### src/rtl/bsg_wormhole_router_adapter_out.sv
// Receive-side wormhole adapter: collects header + body flits from a router
// output port and presents the reassembled {payload, len, cord} packet on valid/yumi.
module bsg_wormhole_router_adapter_out #(
  parameter int max_payload_width_p = 20,
  parameter int len_width_p         = 2,
  parameter int cord_width_p        = 4,
  parameter int flit_width_p        = 8
) (
  input  logic                                                     clk_i,
  input  logic                                                     reset_n_i,
  input  logic [flit_width_p+1:0]                                  link_i,
  output logic [flit_width_p+1:0]                                  link_o,
  output logic [cord_width_p+len_width_p+max_payload_width_p-1:0]  packet_o,
  output logic                                                     v_o,
  input  logic                                                     yumi_i
);

  localparam int P = cord_width_p + len_width_p + max_payload_width_p;
  localparam int N = (P + flit_width_p - 1) / flit_width_p;
  localparam int B = N * flit_width_p;

  typedef enum logic [1:0] {
    ST_IDLE = 2'd0,
    ST_BODY = 2'd1,
    ST_DONE = 2'd2
  } state_t;

  state_t                    r_state;
  state_t                    w_state_nxt;
  logic [B-1:0]              r_buf;
  logic [len_width_p-1:0]    r_len;
  logic [len_width_p-1:0]    r_count;

  logic                      w_link_v;
  logic [flit_width_p-1:0]   w_flit;
  logic [len_width_p-1:0]    w_hdr_len;
  logic                      w_ready;
  logic                      w_accept;
  logic                      w_last;
  logic                      w_unused_link_rdy;

  assign w_link_v          = link_i[flit_width_p+1];
  assign w_flit            = link_i[flit_width_p:1];
  assign w_unused_link_rdy = link_i[0];
  assign w_hdr_len         = w_flit[cord_width_p +: len_width_p];
  assign w_accept          = w_link_v & w_ready;
  assign w_last            = (r_count == r_len);

  // State register
  always_ff @(posedge clk_i or negedge reset_n_i) begin
    if (!reset_n_i) r_state <= ST_IDLE;
    else            r_state <= w_state_nxt;
  end

  // Next-state logic
  always_comb begin
    w_state_nxt = r_state;
    unique case (r_state)
      ST_IDLE: if (w_accept) w_state_nxt = (w_hdr_len == '0) ? ST_DONE : ST_BODY;
      ST_BODY: if (w_accept && w_last) w_state_nxt = ST_DONE;
      ST_DONE: if (yumi_i) w_state_nxt = ST_IDLE;
      default: w_state_nxt = ST_IDLE;
    endcase
  end

  // Outputs; ready is gated by reset so nothing is taken while held in reset
  always_comb begin
    w_ready = reset_n_i & (r_state != ST_DONE);
    v_o     = (r_state == ST_DONE);
  end

  // Datapath: header clears the whole buffer so short packets leave upper slots zero
  always_ff @(posedge clk_i or negedge reset_n_i) begin
    if (!reset_n_i) begin
      r_buf   <= '0;
      r_len   <= '0;
      r_count <= '0;
    end else if (w_accept) begin
      if (r_state == ST_IDLE) begin
        r_buf                   <= '0;
        r_buf[flit_width_p-1:0] <= w_flit;
        r_len                   <= w_hdr_len;
        r_count                 <= len_width_p'(1);
      end else if (r_state == ST_BODY) begin
        // Slots past N are silently dropped for an oversized len
        for (int unsigned i = 0; i < N; i++) begin
          if (32'(r_count) == i) r_buf[i*flit_width_p +: flit_width_p] <= w_flit;
        end
        if (!w_last) r_count <= r_count + 1'b1;
      end
    end
  end

  assign packet_o = r_buf[P-1:0];
  assign link_o   = {1'b0, {flit_width_p{1'b0}}, w_ready};

  generate
    if (B > P) begin : g_pad
      logic w_unused_pad;
      assign w_unused_pad = ^r_buf[B-1:P];
    end
  endgenerate

  hdr_len_in_range: assert property (@(posedge clk_i) disable iff (!reset_n_i)
    (r_state == ST_IDLE && w_accept) |-> (int'(w_hdr_len) < N))
    else $error("bsg_wormhole_router_adapter_out: header len %0d exceeds %0d slots",
                w_hdr_len, N);

endmodule
### config.mk
export PLATFORM = sky130hd
export DESIGN_NAME = bsg_wormhole_router_adapter_out
export DESIGN_NICKNAME = d
export VERILOG_FILES = /design/src/rtl/bsg_wormhole_router_adapter_out.sv
export SDC_FILE = /design/constraint.sdc
export NUM_CORES = 1
export LEC_CHECK = 0
export ABC_AREA = 1
export BUFFER_PORTS_ARGS = -buffer_cell sky130_fd_sc_hd__buf_2
export CORE_ASPECT_RATIO = 0.8
export CORE_UTILIZATION = 54
export CTS_CLUSTER_DIAMETER = 80
export DETAILED_ROUTE_END_ITERATION = 8
export PLACE_DENSITY = 0.94
export SLEW_MARGIN = 15
export SYNTH_ARGS = -nofsm -noshare
export SYNTH_HDL_FRONTEND = slang
export SYNTH_SLANG_ARGS = --single-unit
### constraint.sdc
create_clock -name clk_i -period 3 [get_ports clk_i]
set_input_delay 0.15 -clock clk_i [delete_from_list [all_inputs] [get_ports clk_i]]
set_output_delay 0.15 -clock clk_i [all_outputs]
set_load 0.02 [all_outputs]
; Word level (Yosys, flattened, before mapping)
; Index checks and enable logic that the tools add are counted.
[classes]
add_sub_neg = 1
n_eq_ne = 11
muxes = 14
bitwise_logic = 2
reduce_logical = 16
[op_table]
columns = cell, count
row1 = 26-bit 2-to-1 mux, 2
row2 = 8-bit 2-to-1 mux, 3
row3 = 3-bit AND reduction, 6
row4 = 2-bit 2-to-1 mux, 8
row5 = 2-bit nonzero test, 5
row6 = 2-bit == test (second input constant), 3
row7 = 2-bit logical NOT, 3
row8 = 2-bit inequality test (second input constant), 3
row9 = 2-bit case mux with 3 select lines, 1
row10 = 2-bit by 1-bit == test with 1-bit output (second input constant), 2
row11 = 2-bit by 1-bit inequality test with 1-bit output (second input constant), 2
row12 = 2-bit by 1-bit adder with 2-bit output (second input constant), 1
row13 = 1-bit AND, 2
row14 = 2-bit == test, 1
row15 = 2-bit AND reduction, 1
row16 = 1-bit logical AND, 1
[word_totals]
reg_bits = 32
input_bits = 13
out_inout_bits = 37
wordCells = 51

; Longest topological paths before layout
; Gate-level depths: netlist of run 1.
[depth]
word_depth = 6
depth_mapped = 7
ltp_nobuf = 7

; Worst setup path after synthesis of run 1
; No wires, ideal clock.
[synth_timing]
kind = register to register
from = register r_count[0]
to = register r_buf[5]
setup_ns = 0.121
arrival_time_ns = 1.185
t_required_ns = 2.879
path_slack_ns = 1.694
stages_incl_launch_ff = 8
n_path_buf = 1
synth_period_minus_slack_ns = 1.306
path_cell_list = dfrtp_1 inv_1 ha_1 nor2_4 nor2_8 buf_8 nor2_2 a21oi_2
[synth_via]
elab_chain_cells = 3
[synth_lines]
columns = element, line_no
row1 = start: declaration, 32  ; logic [len_width_p-1:0] r_count;
row2 = start signal: assignment, 83  ; r_count <= len_width_p'(1);
row3 = start signal: assignment, 89  ; if (!w_last) r_count <= r_count + 1'b1;
row4 = 2-bit logical NOT, 87  ; if (32'(r_count) == i) r_buf[i*flit_width_p +: flit_width_p] <= w_flit;
row5 = 2-bit nonzero test (no line), n/a
row6 = 3-bit AND reduction (no line), n/a
row7 = end signal: indexed assignment, 81  ; r_buf[flit_width_p-1:0] <= w_flit;
row8 = end signal: indexed assignment, 87
row9 = end: declaration, 30  ; logic [B-1:0] r_buf;
; No other way between the ends.
; A chain may end at the register's enable or synchronous reset.

; Worst setup path in the final report of run 1
[layout_timing]
from = input reset_n_i
to = output link_o[0]
[layout_via]
elab_chain_cells = 1
[layout_lines]
columns = element, line_no
row1 = start: declaration, 10  ; input logic reset_n_i,
row2 = 1-bit AND, 68  ; w_ready = reset_n_i & (r_state != ST_DONE);
row3 = end: declaration, 12  ; output logic [flit_width_p+1:0] link_o,
; No other way between the ends.

==> metrics.txt, run 1 <==
worst path arrival time=1.55 ns; CTS resizes=0; Cell Chain, Critical Path=dlygate4sd3_1 -> buf_2 -> buf_4 -> inv_1 -> nor2_1 -> buf_2; Multi-input gate area=688 um2; Fin Setup TNS=0 ns; clk buf depth=2; Post-synth ARST share=100%; top-area cell type share of the netlist area=48.9%; I/O Buffers=39; syn avg cell area=8.49 um2; Storage cell area=801 um2; number of post-CTS setup repair buffers=0; Antenna Cells=0; synthesized flop and latch total=32; Initial DRC Count=178; data required time of the critical path=2.85 ns; crit path buf inv count=5; TritonCTS Sinks=32; mapped cell area=1640 um2; Crit path max-delay family=buffers and inverters; outcome=finished, final reports clean; final estimated routing congestion in global placement=0.765; register area share after synthesis=48.9%; top-count cell post-synth=nand2_1; # H-tree levels=2; fin nets=252; worst skew pair latency=0.29 ns; ratio of cells with drive above 1 in the final layout=28.8%; Row Count=17; die width=63.6 um; maximum number of pins on one net before global-route repair=35; synth cell count leaders=nand2_1 (53), dfrtp_1 (32), nor2_1 (21), o21ai_0 (21), inv_1 (15); Fin Clk Skew=0.00866 ns; worst setup path class=input pin to output pin; number of fillers in the final layout=224; crit-path max cell delay=0.52 ns; area delta synth->final=17.5%; Pins Over Slew Limit=0; Root Driver=clkbuf_8; fmax=587 MHz; number of synthesized flops with an enable pin=0; dominant synthesized flop cell=dfrtp_1; first-pass GRT wire length=5780 um; Power Dens Cells=1140 nW/um2; fin util=68.0%; Fin. Hold Viols=0; Max VDD drop=0.710 mV; Critical Path Start Type=input pin; drt total wl=3420 um; initial antenna violation count=0; routed wire length per instance=12.5 um; total number of vias=1356; Max FO, Critical Path=34; DRC=0; post-route clock period utilization=56.8%; yosys warns=0; total track usage=24.2%; Via-to-Cell Ratio=4.95; number of global-route vias before repair=1233; Final setup violation count=0; CP max-delay cell=dlygate4sd3_1; most used cell, CP=buf_2; unrepaired setup endpoints after global routing=no; 1st-pass router iterations=4; LEAKAGE=1.08 nW; DPL Wire Length=2310 um; Top Ports=50; Die Area=3260 um2; Gate Count Post-Synth=193; max cap viols=0; CTS tree=built; grt total ovfl=0; Worst-path clk slew=0.06 ns; initial core utilization=57.9%; crit end category=output pin; CTS Hold Bufs=1; die height=51.3 um; Hold WC Path Type=input pin to register; fin crit period=1.70 ns; core area=2830 um2; Synth area leaders=dfrtp_1 (49%), nand2_1 (12%), o21ai_0 (6.4%), nor2_1 (4.8%), buf_4 (4.6%); Yosys cell types=21; CTS Buf Count=5; Synth area leader=dfrtp_1; Detail Route Antenna Nets=0
==> worst paths after layout <==
path	start	end	slack (ns)	cells after the start
worst max-delay path	reset_n_i	link_o[0]	1.30	6
worst min-delay path	link_i[6]	r_len[1]$_DFFE_PN0P_	0.09	3
worst max register to register	r_count[0]$_DFFE_PN0P_	r_buf[22]$_DFFE_PN0P_	1.51	6
worst min register to register	r_buf[15]$_DFFE_PN0P_	r_buf[15]$_DFFE_PN0P_	0.50	2
max in group asynchronous	reset_n_i	r_count[0]$_DFFE_PN0P_	2.20	3
min in group asynchronous	reset_n_i	r_buf[19]$_DFFE_PN0P_	0.50	3
==> state kept, by name (all words and copies together), names as in the netlist <==
signal and flops:
r_buf 26, r_count 2, r_len 2, r_state 2
==> cells in the final DEF, fill, tap and decap left out <==
master	n
nor2_1	21
clkbuf_1	1
dfrtp_1	32
nand3_4	1
a21oi_1	3
nand2_1	53
ha_1	4
bufinv_16	1
xnor2_1	1
buf_4	1
conb_1	9
clkbuf_8	5
nor2_4	1
inv_1	15
nor2_8	1
nand3_1	7
clkinv_2	1
buf_2	39
a21oi_2	8
dlygate4sd3_1	1
o21ai_0	21
nor2_2	7
inv_2	3
==> cells by family (layout without fill, tap and decap cells) <==
group | after synthesis | in the layout | share of synthesized area [%]
simple gates | 91 | 91 | 24.8
compound gates | 32 | 32 | 11.6
flops | 32 | 32 | 48.9
buf+inv | 32 | 67 | 10.9
fa+ha+maj | 4 | 4 | 3.06
xor+xnor | 1 | 1 | 0.535
other cells | 1 | 9 | 0.229
==> final cells by class <==
type,count,share of cell area (%)
tap,38,2.47
inverter,18,3.51
sequential,32,41.6
clock inverter,2,1.82
timing repair buffer,41,11.1
multi-input combinational,137,35.8
clock buffer,6,3.77
==> tightest hold or removal path: cells and delay by family <==
kind	cells	cell delay (ns)
buffers and inverters	1	0.09
AO/OA/AOI/OAI	1	0.06
AND/OR/NAND/NOR	1	0.04
==> metrics by stage <==
| step | setup slack, ns | hold slack (ns) | power, mW | cells | cell area [um2] |
|---|---|---|---|---|---|
| CTS | 1.28 | 0.0859 | 2.20 | 274 | 1920 |
| detailed placement | 1.52 | 0.278 | 1.78 | 265 | 1810 |
| global route | 1.18 | 0.122 | 2.36 | 274 | 1920 |
| floorplan | 1.69 | -0.146 | 1.50 | 201 | 1670 |
| finish | 1.30 | 0.0896 | 2.19 | 274 | 1920 |
| global placement | 1.56 | 0.272 | 1.74 | 265 | 1810 |
==> power by group <==
group / switching [mW] / total (mW) / internal [mW]
Clock: 0.156 / 0.402 / 0.246
Sequential: 0.136 / 0.776 / 0.641
Combinational: 0.692 / 1.01 / 0.317
Total: 0.984 / 2.19 / 1.20
==> layer usage <==
layer / track usage, % / share of wire, % / up-vias
met5: 0 / 0 / -
li1: - / - / 669
met4: 8.33 / 2.1 / 0
met3: 8.48 / 5.6 / 10
met1: 31.1 / 44 / 628
met2: 37.9 / 48 / 49
(Power assumes the default switching activity.)
==> run 2: changes to the inputs <==
CORE_UTILIZATION = 46   (was 54)
PLACE_DENSITY = 0.87   (was 0.94)
clock period = 1.4 ns   (was 3 ns; I/O delays follow)
==> run 2 against run 1 <==
  * Clock power up 120%
  * Cell count up 6.2%
  * Register-to-register slack worse by 1.4 ns
  * Largest power group unchanged
  * Highest routed layer unchanged
==> metrics.txt, run 2 (synthesis results as in run 1) <==
post-route clock period utilization=94.6%; Crit Reg-Reg Endpoint=r_buf[23]$_DFFE_PN0P_ (was r_buf[22]$_DFFE_PN0P_); Die Area=3800 um2 (was 3260 um2); DRC=0 (unchanged); GR Util met3=5.58% (was 8.48%); final estimated routing congestion in global placement=0.761 (was 0.765); area delta synth->final=26.6% (was 17.5%); Initial DRC Count=70 (was 178); Row Count=18 (was 17); fin nets=267 (was 252); routed wire length per instance=12.9 um (was 12.5 um); Fin Clk Skew=0.00863 ns (was 0.00866 ns); Hold Path Depth=3 (unchanged); Antenna Cells=0 (unchanged); crit end category=output pin (unchanged); max cap viols=0 (unchanged); Pins Over Slew Limit=0 (unchanged); I/O Buffers=39 (unchanged); number of global-route vias before repair=1277 (was 1233); Worst-path clk slew=0.06 ns (about the same); unrepaired setup endpoints after global routing=yes (was no); TritonCTS Sinks=32 (unchanged); commonest non-fill, non-tap cell in the layout=nand2_1 (unchanged); Multi-input gate area=709 um2 (was 688 um2); Storage cell area=801 um2 (unchanged); total number of vias=1410 (was 1356); initial core utilization=50.5% (was 57.9%); DPL Wire Length=2680 um (was 2310 um); LEAKAGE=1.15 nW (was 1.08 nW); CTS tree=built (unchanged); Final setup violation count=0 (unchanged); Largest register FFs=26 (unchanged); Most Crowded Layer GR=met2 (unchanged); R2R Path Start=r_count[0]$_DFFE_PN0P_ (unchanged); met2 usage=31.5% (was 37.9%); CTS Buf Count=5 (unchanged); Top Ports=50 (unchanged); Root Driver=clkbuf_8 (unchanged); fmax=755 MHz; WHS=0.0109 ns (was 0.0896 ns); cell area after layout=2070 um2 (was 1920 um2); clk buf depth=2 (unchanged); # H-tree levels=2 (unchanged); fin crit period=1.32 ns; grt total ovfl=0 (unchanged); worst setup path class=register to output pin (was input pin to output pin); Max VDD drop=1.32 mV (was 0.710 mV); Fin. Hold Viols=0 (unchanged); register-to-register setup slack=0.11 ns (was 1.51 ns); most frequent cells in the layout=nand2_1 (53), buf_2 (39), dfrtp_1 (32) (unchanged); initial antenna violation count=0 (unchanged); drt total wl=3740 um (was 3420 um); worst skew pair latency=0.29 ns (about the same); Reg with most FFs=r_buf (unchanged); ratio of cells with drive above 1 in the final layout=33.1% (was 28.8%); Hold WC Path Type=input pin to register (unchanged); Via-to-Cell Ratio=4.85 (was 4.95); Max FO, Critical Path=7 (was 34); Hold Path Sink=r_len[1]$_DFFE_PN0P_ (unchanged); outcome=finished, final reports clean (unchanged); 1st-pass router iterations=4 (unchanged); total track usage=21.1% (was 24.2%); maximum number of pins on one net before global-route repair=21 (was 35); routing usage on met1=28.6% (was 31.1%); placed instance area=1880 um2 (was 1810 um2); Detail Route Antenna Nets=0 (unchanged); worst path arrival time=1.25 ns (was 1.55 ns); die height=55.4 um (was 51.3 um); first-pass GRT wire length=5820 um (was 5780 um); number of fillers in the final layout=288 (was 224); core area=3240 um2 (was 2830 um2); Power Dens Cells=2380 nW/um2 (was 1140 nW/um2); die width=68.7 um (was 63.6 um); HP Start=link_i[6] (unchanged); Critical Path Start Type=register (was input pin); data required time of the critical path=1.33 ns (was 2.85 ns); r2r worst-path depth=6 (unchanged)
run 2: cell count changes in the layout (fill, tap and decap cells not counted):
cell / change
o21ai_1: +2
buf_4: +12
nor2_4: +3
buf_12: +1
o21ai_0: -2
buf_8: +1
nor2_2: -2
run 2: what timing repair did:
action                                 in CTS  in global routing
gates resized for setup                     0                  6
setup endpoints to repair                   0                 15
setup buffers                               0                  5
hold buffers                                1                  0
endpoints found under the hold margin      32                  0
run 2: per-layer routing:
| metal | routed length [um] | part of all wire [%] |
|---|---|---|
| met4 | 65 | 1.7 |
| met5 | 0 | 0 |
| met2 | 1770 | 47 |
| met1 | 1680 | 45 |
| met3 | 220 | 5.9 |
run 2: how the worst max path moves through the flow:
| stage | startpoint | end | slack (ns) | depth (start not counted) |
|---|---|---|---|---|
| floorplan | r_count[0]$_DFFE_PN0P_ | r_buf[5]$_DFFE_PN0P_ | 0.09 | 7 |
| global placement | r_count[0]$_DFFE_PN0P_ | r_buf[7]$_DFFE_PN0P_ | 0.14 | 6 |
| detailed placement | r_count[0]$_DFFE_PN0P_ | r_buf[4]$_DFFE_PN0P_ | 0.05 | 6 |
| CTS | reset_n_i | link_o[0] | 0.02 | 6 |
| global route | reset_n_i | link_o[0] | -0.02 | 6 |
| finish | r_state[0]$_DFFE_PN0P_ | link_o[0] | 0.08 | 5 |
run 2: layout make-up:
| cell class | count | share of cell area [%] |
|---|---|---|
| clock buffers | 6 | 3.50 |
| clock inverters | 2 | 1.69 |
| inverters | 18 | 3.26 |
| multi-input cells | 138 | 34.2 |
| flip-flops and latches | 32 | 38.6 |
| well taps | 40 | 2.41 |
| repair buffers | 55 | 16.3 |
run 2: worst max-delay path, stage by stage, from the launching register on:
cell	delay, ns
dfrtp_1	0.44
inv_2	0.19
nand2_1	0.09
inv_1	0.07
nor2_1	0.04
buf_2	0.14
run 2: power breakdown:
group / switching (mW) / total [mW] / internal, mW
combinational: 1.58 / 2.43 / 0.851
sequential: 0.266 / 1.64 / 1.37
clock: 0.338 / 0.865 / 0.528
total: 2.19 / 4.94 / 2.75
run 2: through the flow:
stage                     worst slack (ns)  total power, mW  instances  util (%)  setup TNS [ns]
after CTS                           0.0158             4.87        285      61.5               0
after floorplan                     0.0939             3.21        201         -               0
after global routing               -0.0201             5.34        291      63.9         -0.0359
after detailed placement            0.0490             3.99        276      57.9               0
final                               0.0752             4.94        291      63.9               0
after global placement               0.140             3.88        276      57.9               0
==> run 3: changes to the inputs <==
ABC_AREA = 0   (was 1)
CORE_UTILIZATION = 45   (was 46)
PLACE_DENSITY = 0.86   (was 0.87)
==> run 3 against run 2 <==
  * The run now ends with negative hold slack, negative setup slack left
  * Cell count fell by 23%
  * First-iteration DRC count fell by 49%
  * Sequential power rose by 2%
  * Critical path type is now register to register
==> metrics.txt, run 3 <==
outcome=complete, but fails checks (was finished, final reports clean); failing checks=negative hold slack, negative setup slack; die width=68.0 um (was 68.7 um); Largest register FFs=26 (unchanged); synth cell count leaders=dfrtp_1 (32), mux2_2 (25), buf_4 (10) (was nand2_1 (53), dfrtp_1 (32), nor2_1 (21), o21ai_0 (21), inv_1 (15)); core area=3200 um2 (was 3240 um2); post-route clock period utilization=107% (was 94.6%); Synth area leaders=dfrtp_1 (51%), mux2_2 (18%), buf_4 (4.8%), ha_1 (3.2%), a21oi_4 (3.1%) (was dfrtp_1 (49%), nand2_1 (12%), o21ai_0 (6.4%), nor2_1 (4.8%), buf_4 (4.6%)); Row Count=18 (unchanged); most frequent cells in the layout=buf_2 (39), dfrtp_1 (31), mux2_4 (17) (was nand2_1 (53), buf_2 (39), dfrtp_1 (32)); die height=54.8 um (was 55.4 um); Top Ports=50 (unchanged); data required time of the critical path=1.57 ns (was 1.33 ns); Total Power=5.52 mW (was 4.94 mW); Fin Setup TNS=-1.38 ns (was 0 ns); Pins Over Slew Limit=0 (unchanged); CTS Buf Count=5 (unchanged); Worst-path clk slew=0.07 ns (was 0.06 ns); LEAKAGE=1.10 nW (was 1.15 nW); drt total wl=3860 um (was 3740 um); crit end category=register (was output pin); # H-tree levels=2 (unchanged); Die Area=3730 um2 (was 3800 um2); yosys warns=0 (unchanged); WHS=-0.138 ns (was 0.0109 ns); Hold WC Path Type=input pin to asynchronous set/reset pin (was input pin to register); fin nets=200 (was 267); Yosys cell types=29 (was 21); total track usage=22.1% (was 21.1%); area delta synth->final=41.6% (was 26.6%); number of synthesized flops with an enable pin=0 (unchanged); ratio of cells with drive above 1 in the final layout=61.4% (was 33.1%); number of global-route vias before repair=1090 (was 1277); initial core utilization=49.0% (was 50.5%); Post-synth ARST share=100% (unchanged); final estimated routing congestion in global placement=0.783 (was 0.761); Critical Path Start Type=register (unchanged); 1st-pass router iterations=4 (unchanged); syn avg cell area=12.9 um2 (was 8.49 um2); routed wire length per instance=17.2 um (was 12.9 um); total number of vias=1167 (was 1410); fmax=670 MHz (was 755 MHz); DPL Wire Length=2420 um (was 2680 um); top-count cell post-synth=dfrtp_1 (was nand2_1); Antenna Cells=0 (unchanged); Max VDD drop=1.53 mV (was 1.32 mV); fin crit period=1.49 ns (was 1.32 ns); R2R Path Start=r_count[1]$_DFFE_PN0P_ (was r_count[0]$_DFFE_PN0P_); initial antenna violation count=0 (unchanged); dominant synthesized flop cell=dfrtp_1 (unchanged); worst setup path class=register to register (was register to output pin); commonest non-fill, non-tap cell in the layout=buf_2 (was nand2_1); final worst slack=-0.0914 ns (was 0.0752 ns); worst skew pair latency=0.29 ns (about the same); I/O Buffers=39 (unchanged); clk buf depth=2 (unchanged); TritonCTS Sinks=32 (unchanged); CTS tree=built (unchanged); Fin. Hold Viols=32 (was 0); max cap viols=0 (unchanged); Fin Clk Skew=0.00650 ns (was 0.00863 ns); Initial DRC Count=36 (was 70); unrepaired setup endpoints after global routing=yes (unchanged); Gate Count Post-Synth=122 (was 193); Max FO, Critical Path=8 (was 7); worst path arrival time=1.66 ns (was 1.25 ns); register area share after synthesis=51.1% (was 48.9%); Via-to-Cell Ratio=5.21 (was 4.85); Final setup violation count=26 (was 0); Detail Route Antenna Nets=0 (unchanged); mapped cell area=1570 um2 (was 1640 um2); Power Dens Cells=2490 nW/um2 (was 2380 nW/um2); synthesized flop and latch total=32 (unchanged); Reg with most FFs=r_buf (unchanged); Synth area leader=dfrtp_1 (unchanged); first-pass GRT wire length=5500 um (was 5820 um); Root Driver=clkbuf_8 (unchanged); top-area cell type share of the netlist area=51.1% (was 48.9%); grt total ovfl=0 (unchanged); DRC=0 (unchanged); maximum number of pins on one net before global-route repair=36 (was 21); Worst Setup SP=r_count[1]$_DFFE_PN0P_ (was r_state[0]$_DFFE_PN0P_)
## run 3: cells by family (layout without fill, tap and decap cells)
family,after synthesis,after routing,synth area share (%)
xor gates and xnor gates,2,2,1.12
other,1,9,0.239
AOI/OAI and AO/OA,15,15,8.70
adders and majority gates,4,4,3.19
DFF,32,32,51.1
and+or+nand+nor,20,20,8.70
buffers and inverters,22,76,8.30
muxes,26,26,18.7
## run 3: report_power, final
group | internal [mW] | total (mW) | switching, mW
sequential | 1.36 | 1.68 | 0.316
clock | 0.627 | 0.972 | 0.345
combinational | 1.44 | 2.87 | 1.43
## run 3: layout make-up
class                           count  area (um2)
Clock buffer                        7        96.3
Tap cell                           40        50.0
Sequential cell                    32         802
Multi-Input combinational cell     76         805
Fill cell                         232         978
Clock inverter                      1        30.0
Inverter                            9        33.8
Timing Repair Buffer               59         403
## run 3: path summary, 6_finish.rpt
check	cells past startpoint	to	slack, ns
worst min-delay path	2	r_buf[13]$_DFFE_PN0P_	-0.14
worst max register to register	6	r_buf[8]$_DFFE_PN0P_	-0.09
max in group asynchronous	2	r_state[0]$_DFFE_PN0P_	1.20
min in group clk_i	2	r_buf[6]$_DFFE_PN0P_	0.03
worst max-delay path	6	r_buf[8]$_DFFE_PN0P_	-0.09
worst min register to register	1	r_buf[6]$_DFFE_PN0P_	0.51
## run 3: routing by layer
layer  GRT usage (%)  up-vias  share of wire (%)
li1                -      531                  -
met1            26.2      590                 40
met2            36.4       41                 53
met3            8.13        5                5.3
met4            9.38        0                1.3
met5               0        -                  0
## run 3: per-stage QoR
step,cells,hold WS [ns],area (um2),setup slack [ns],utilization [%]
final,224,-0.138,2220,-0.0914,69.4
after global placement,208,0.175,1860,-0.0562,58.2
after detailed placement,208,0.182,1860,-0.127,58.2
after global routing,224,-0.110,2220,-0.135,69.4
after floorplan,130,-0.226,1600,0.00116,-
after CTS,223,-0.138,2120,-0.0566,66.2
## run 3: timing repair
action	CTS	global route
endpoints found under the setup margin	28	30
buffers inserted	7	1
pin swaps	2	5
resized for setup	16	21
hold endpoints to repair	32	32
## run 3: worst max-delay path, stage by stage (launching register included)
cell and delay, ns:
dfrtp_1 0.42, inv_2 0.11, ha_1 0.17, inv_2 0.05, a21oi_4 0.14, buf_12 0.14
mux2_2 0.34
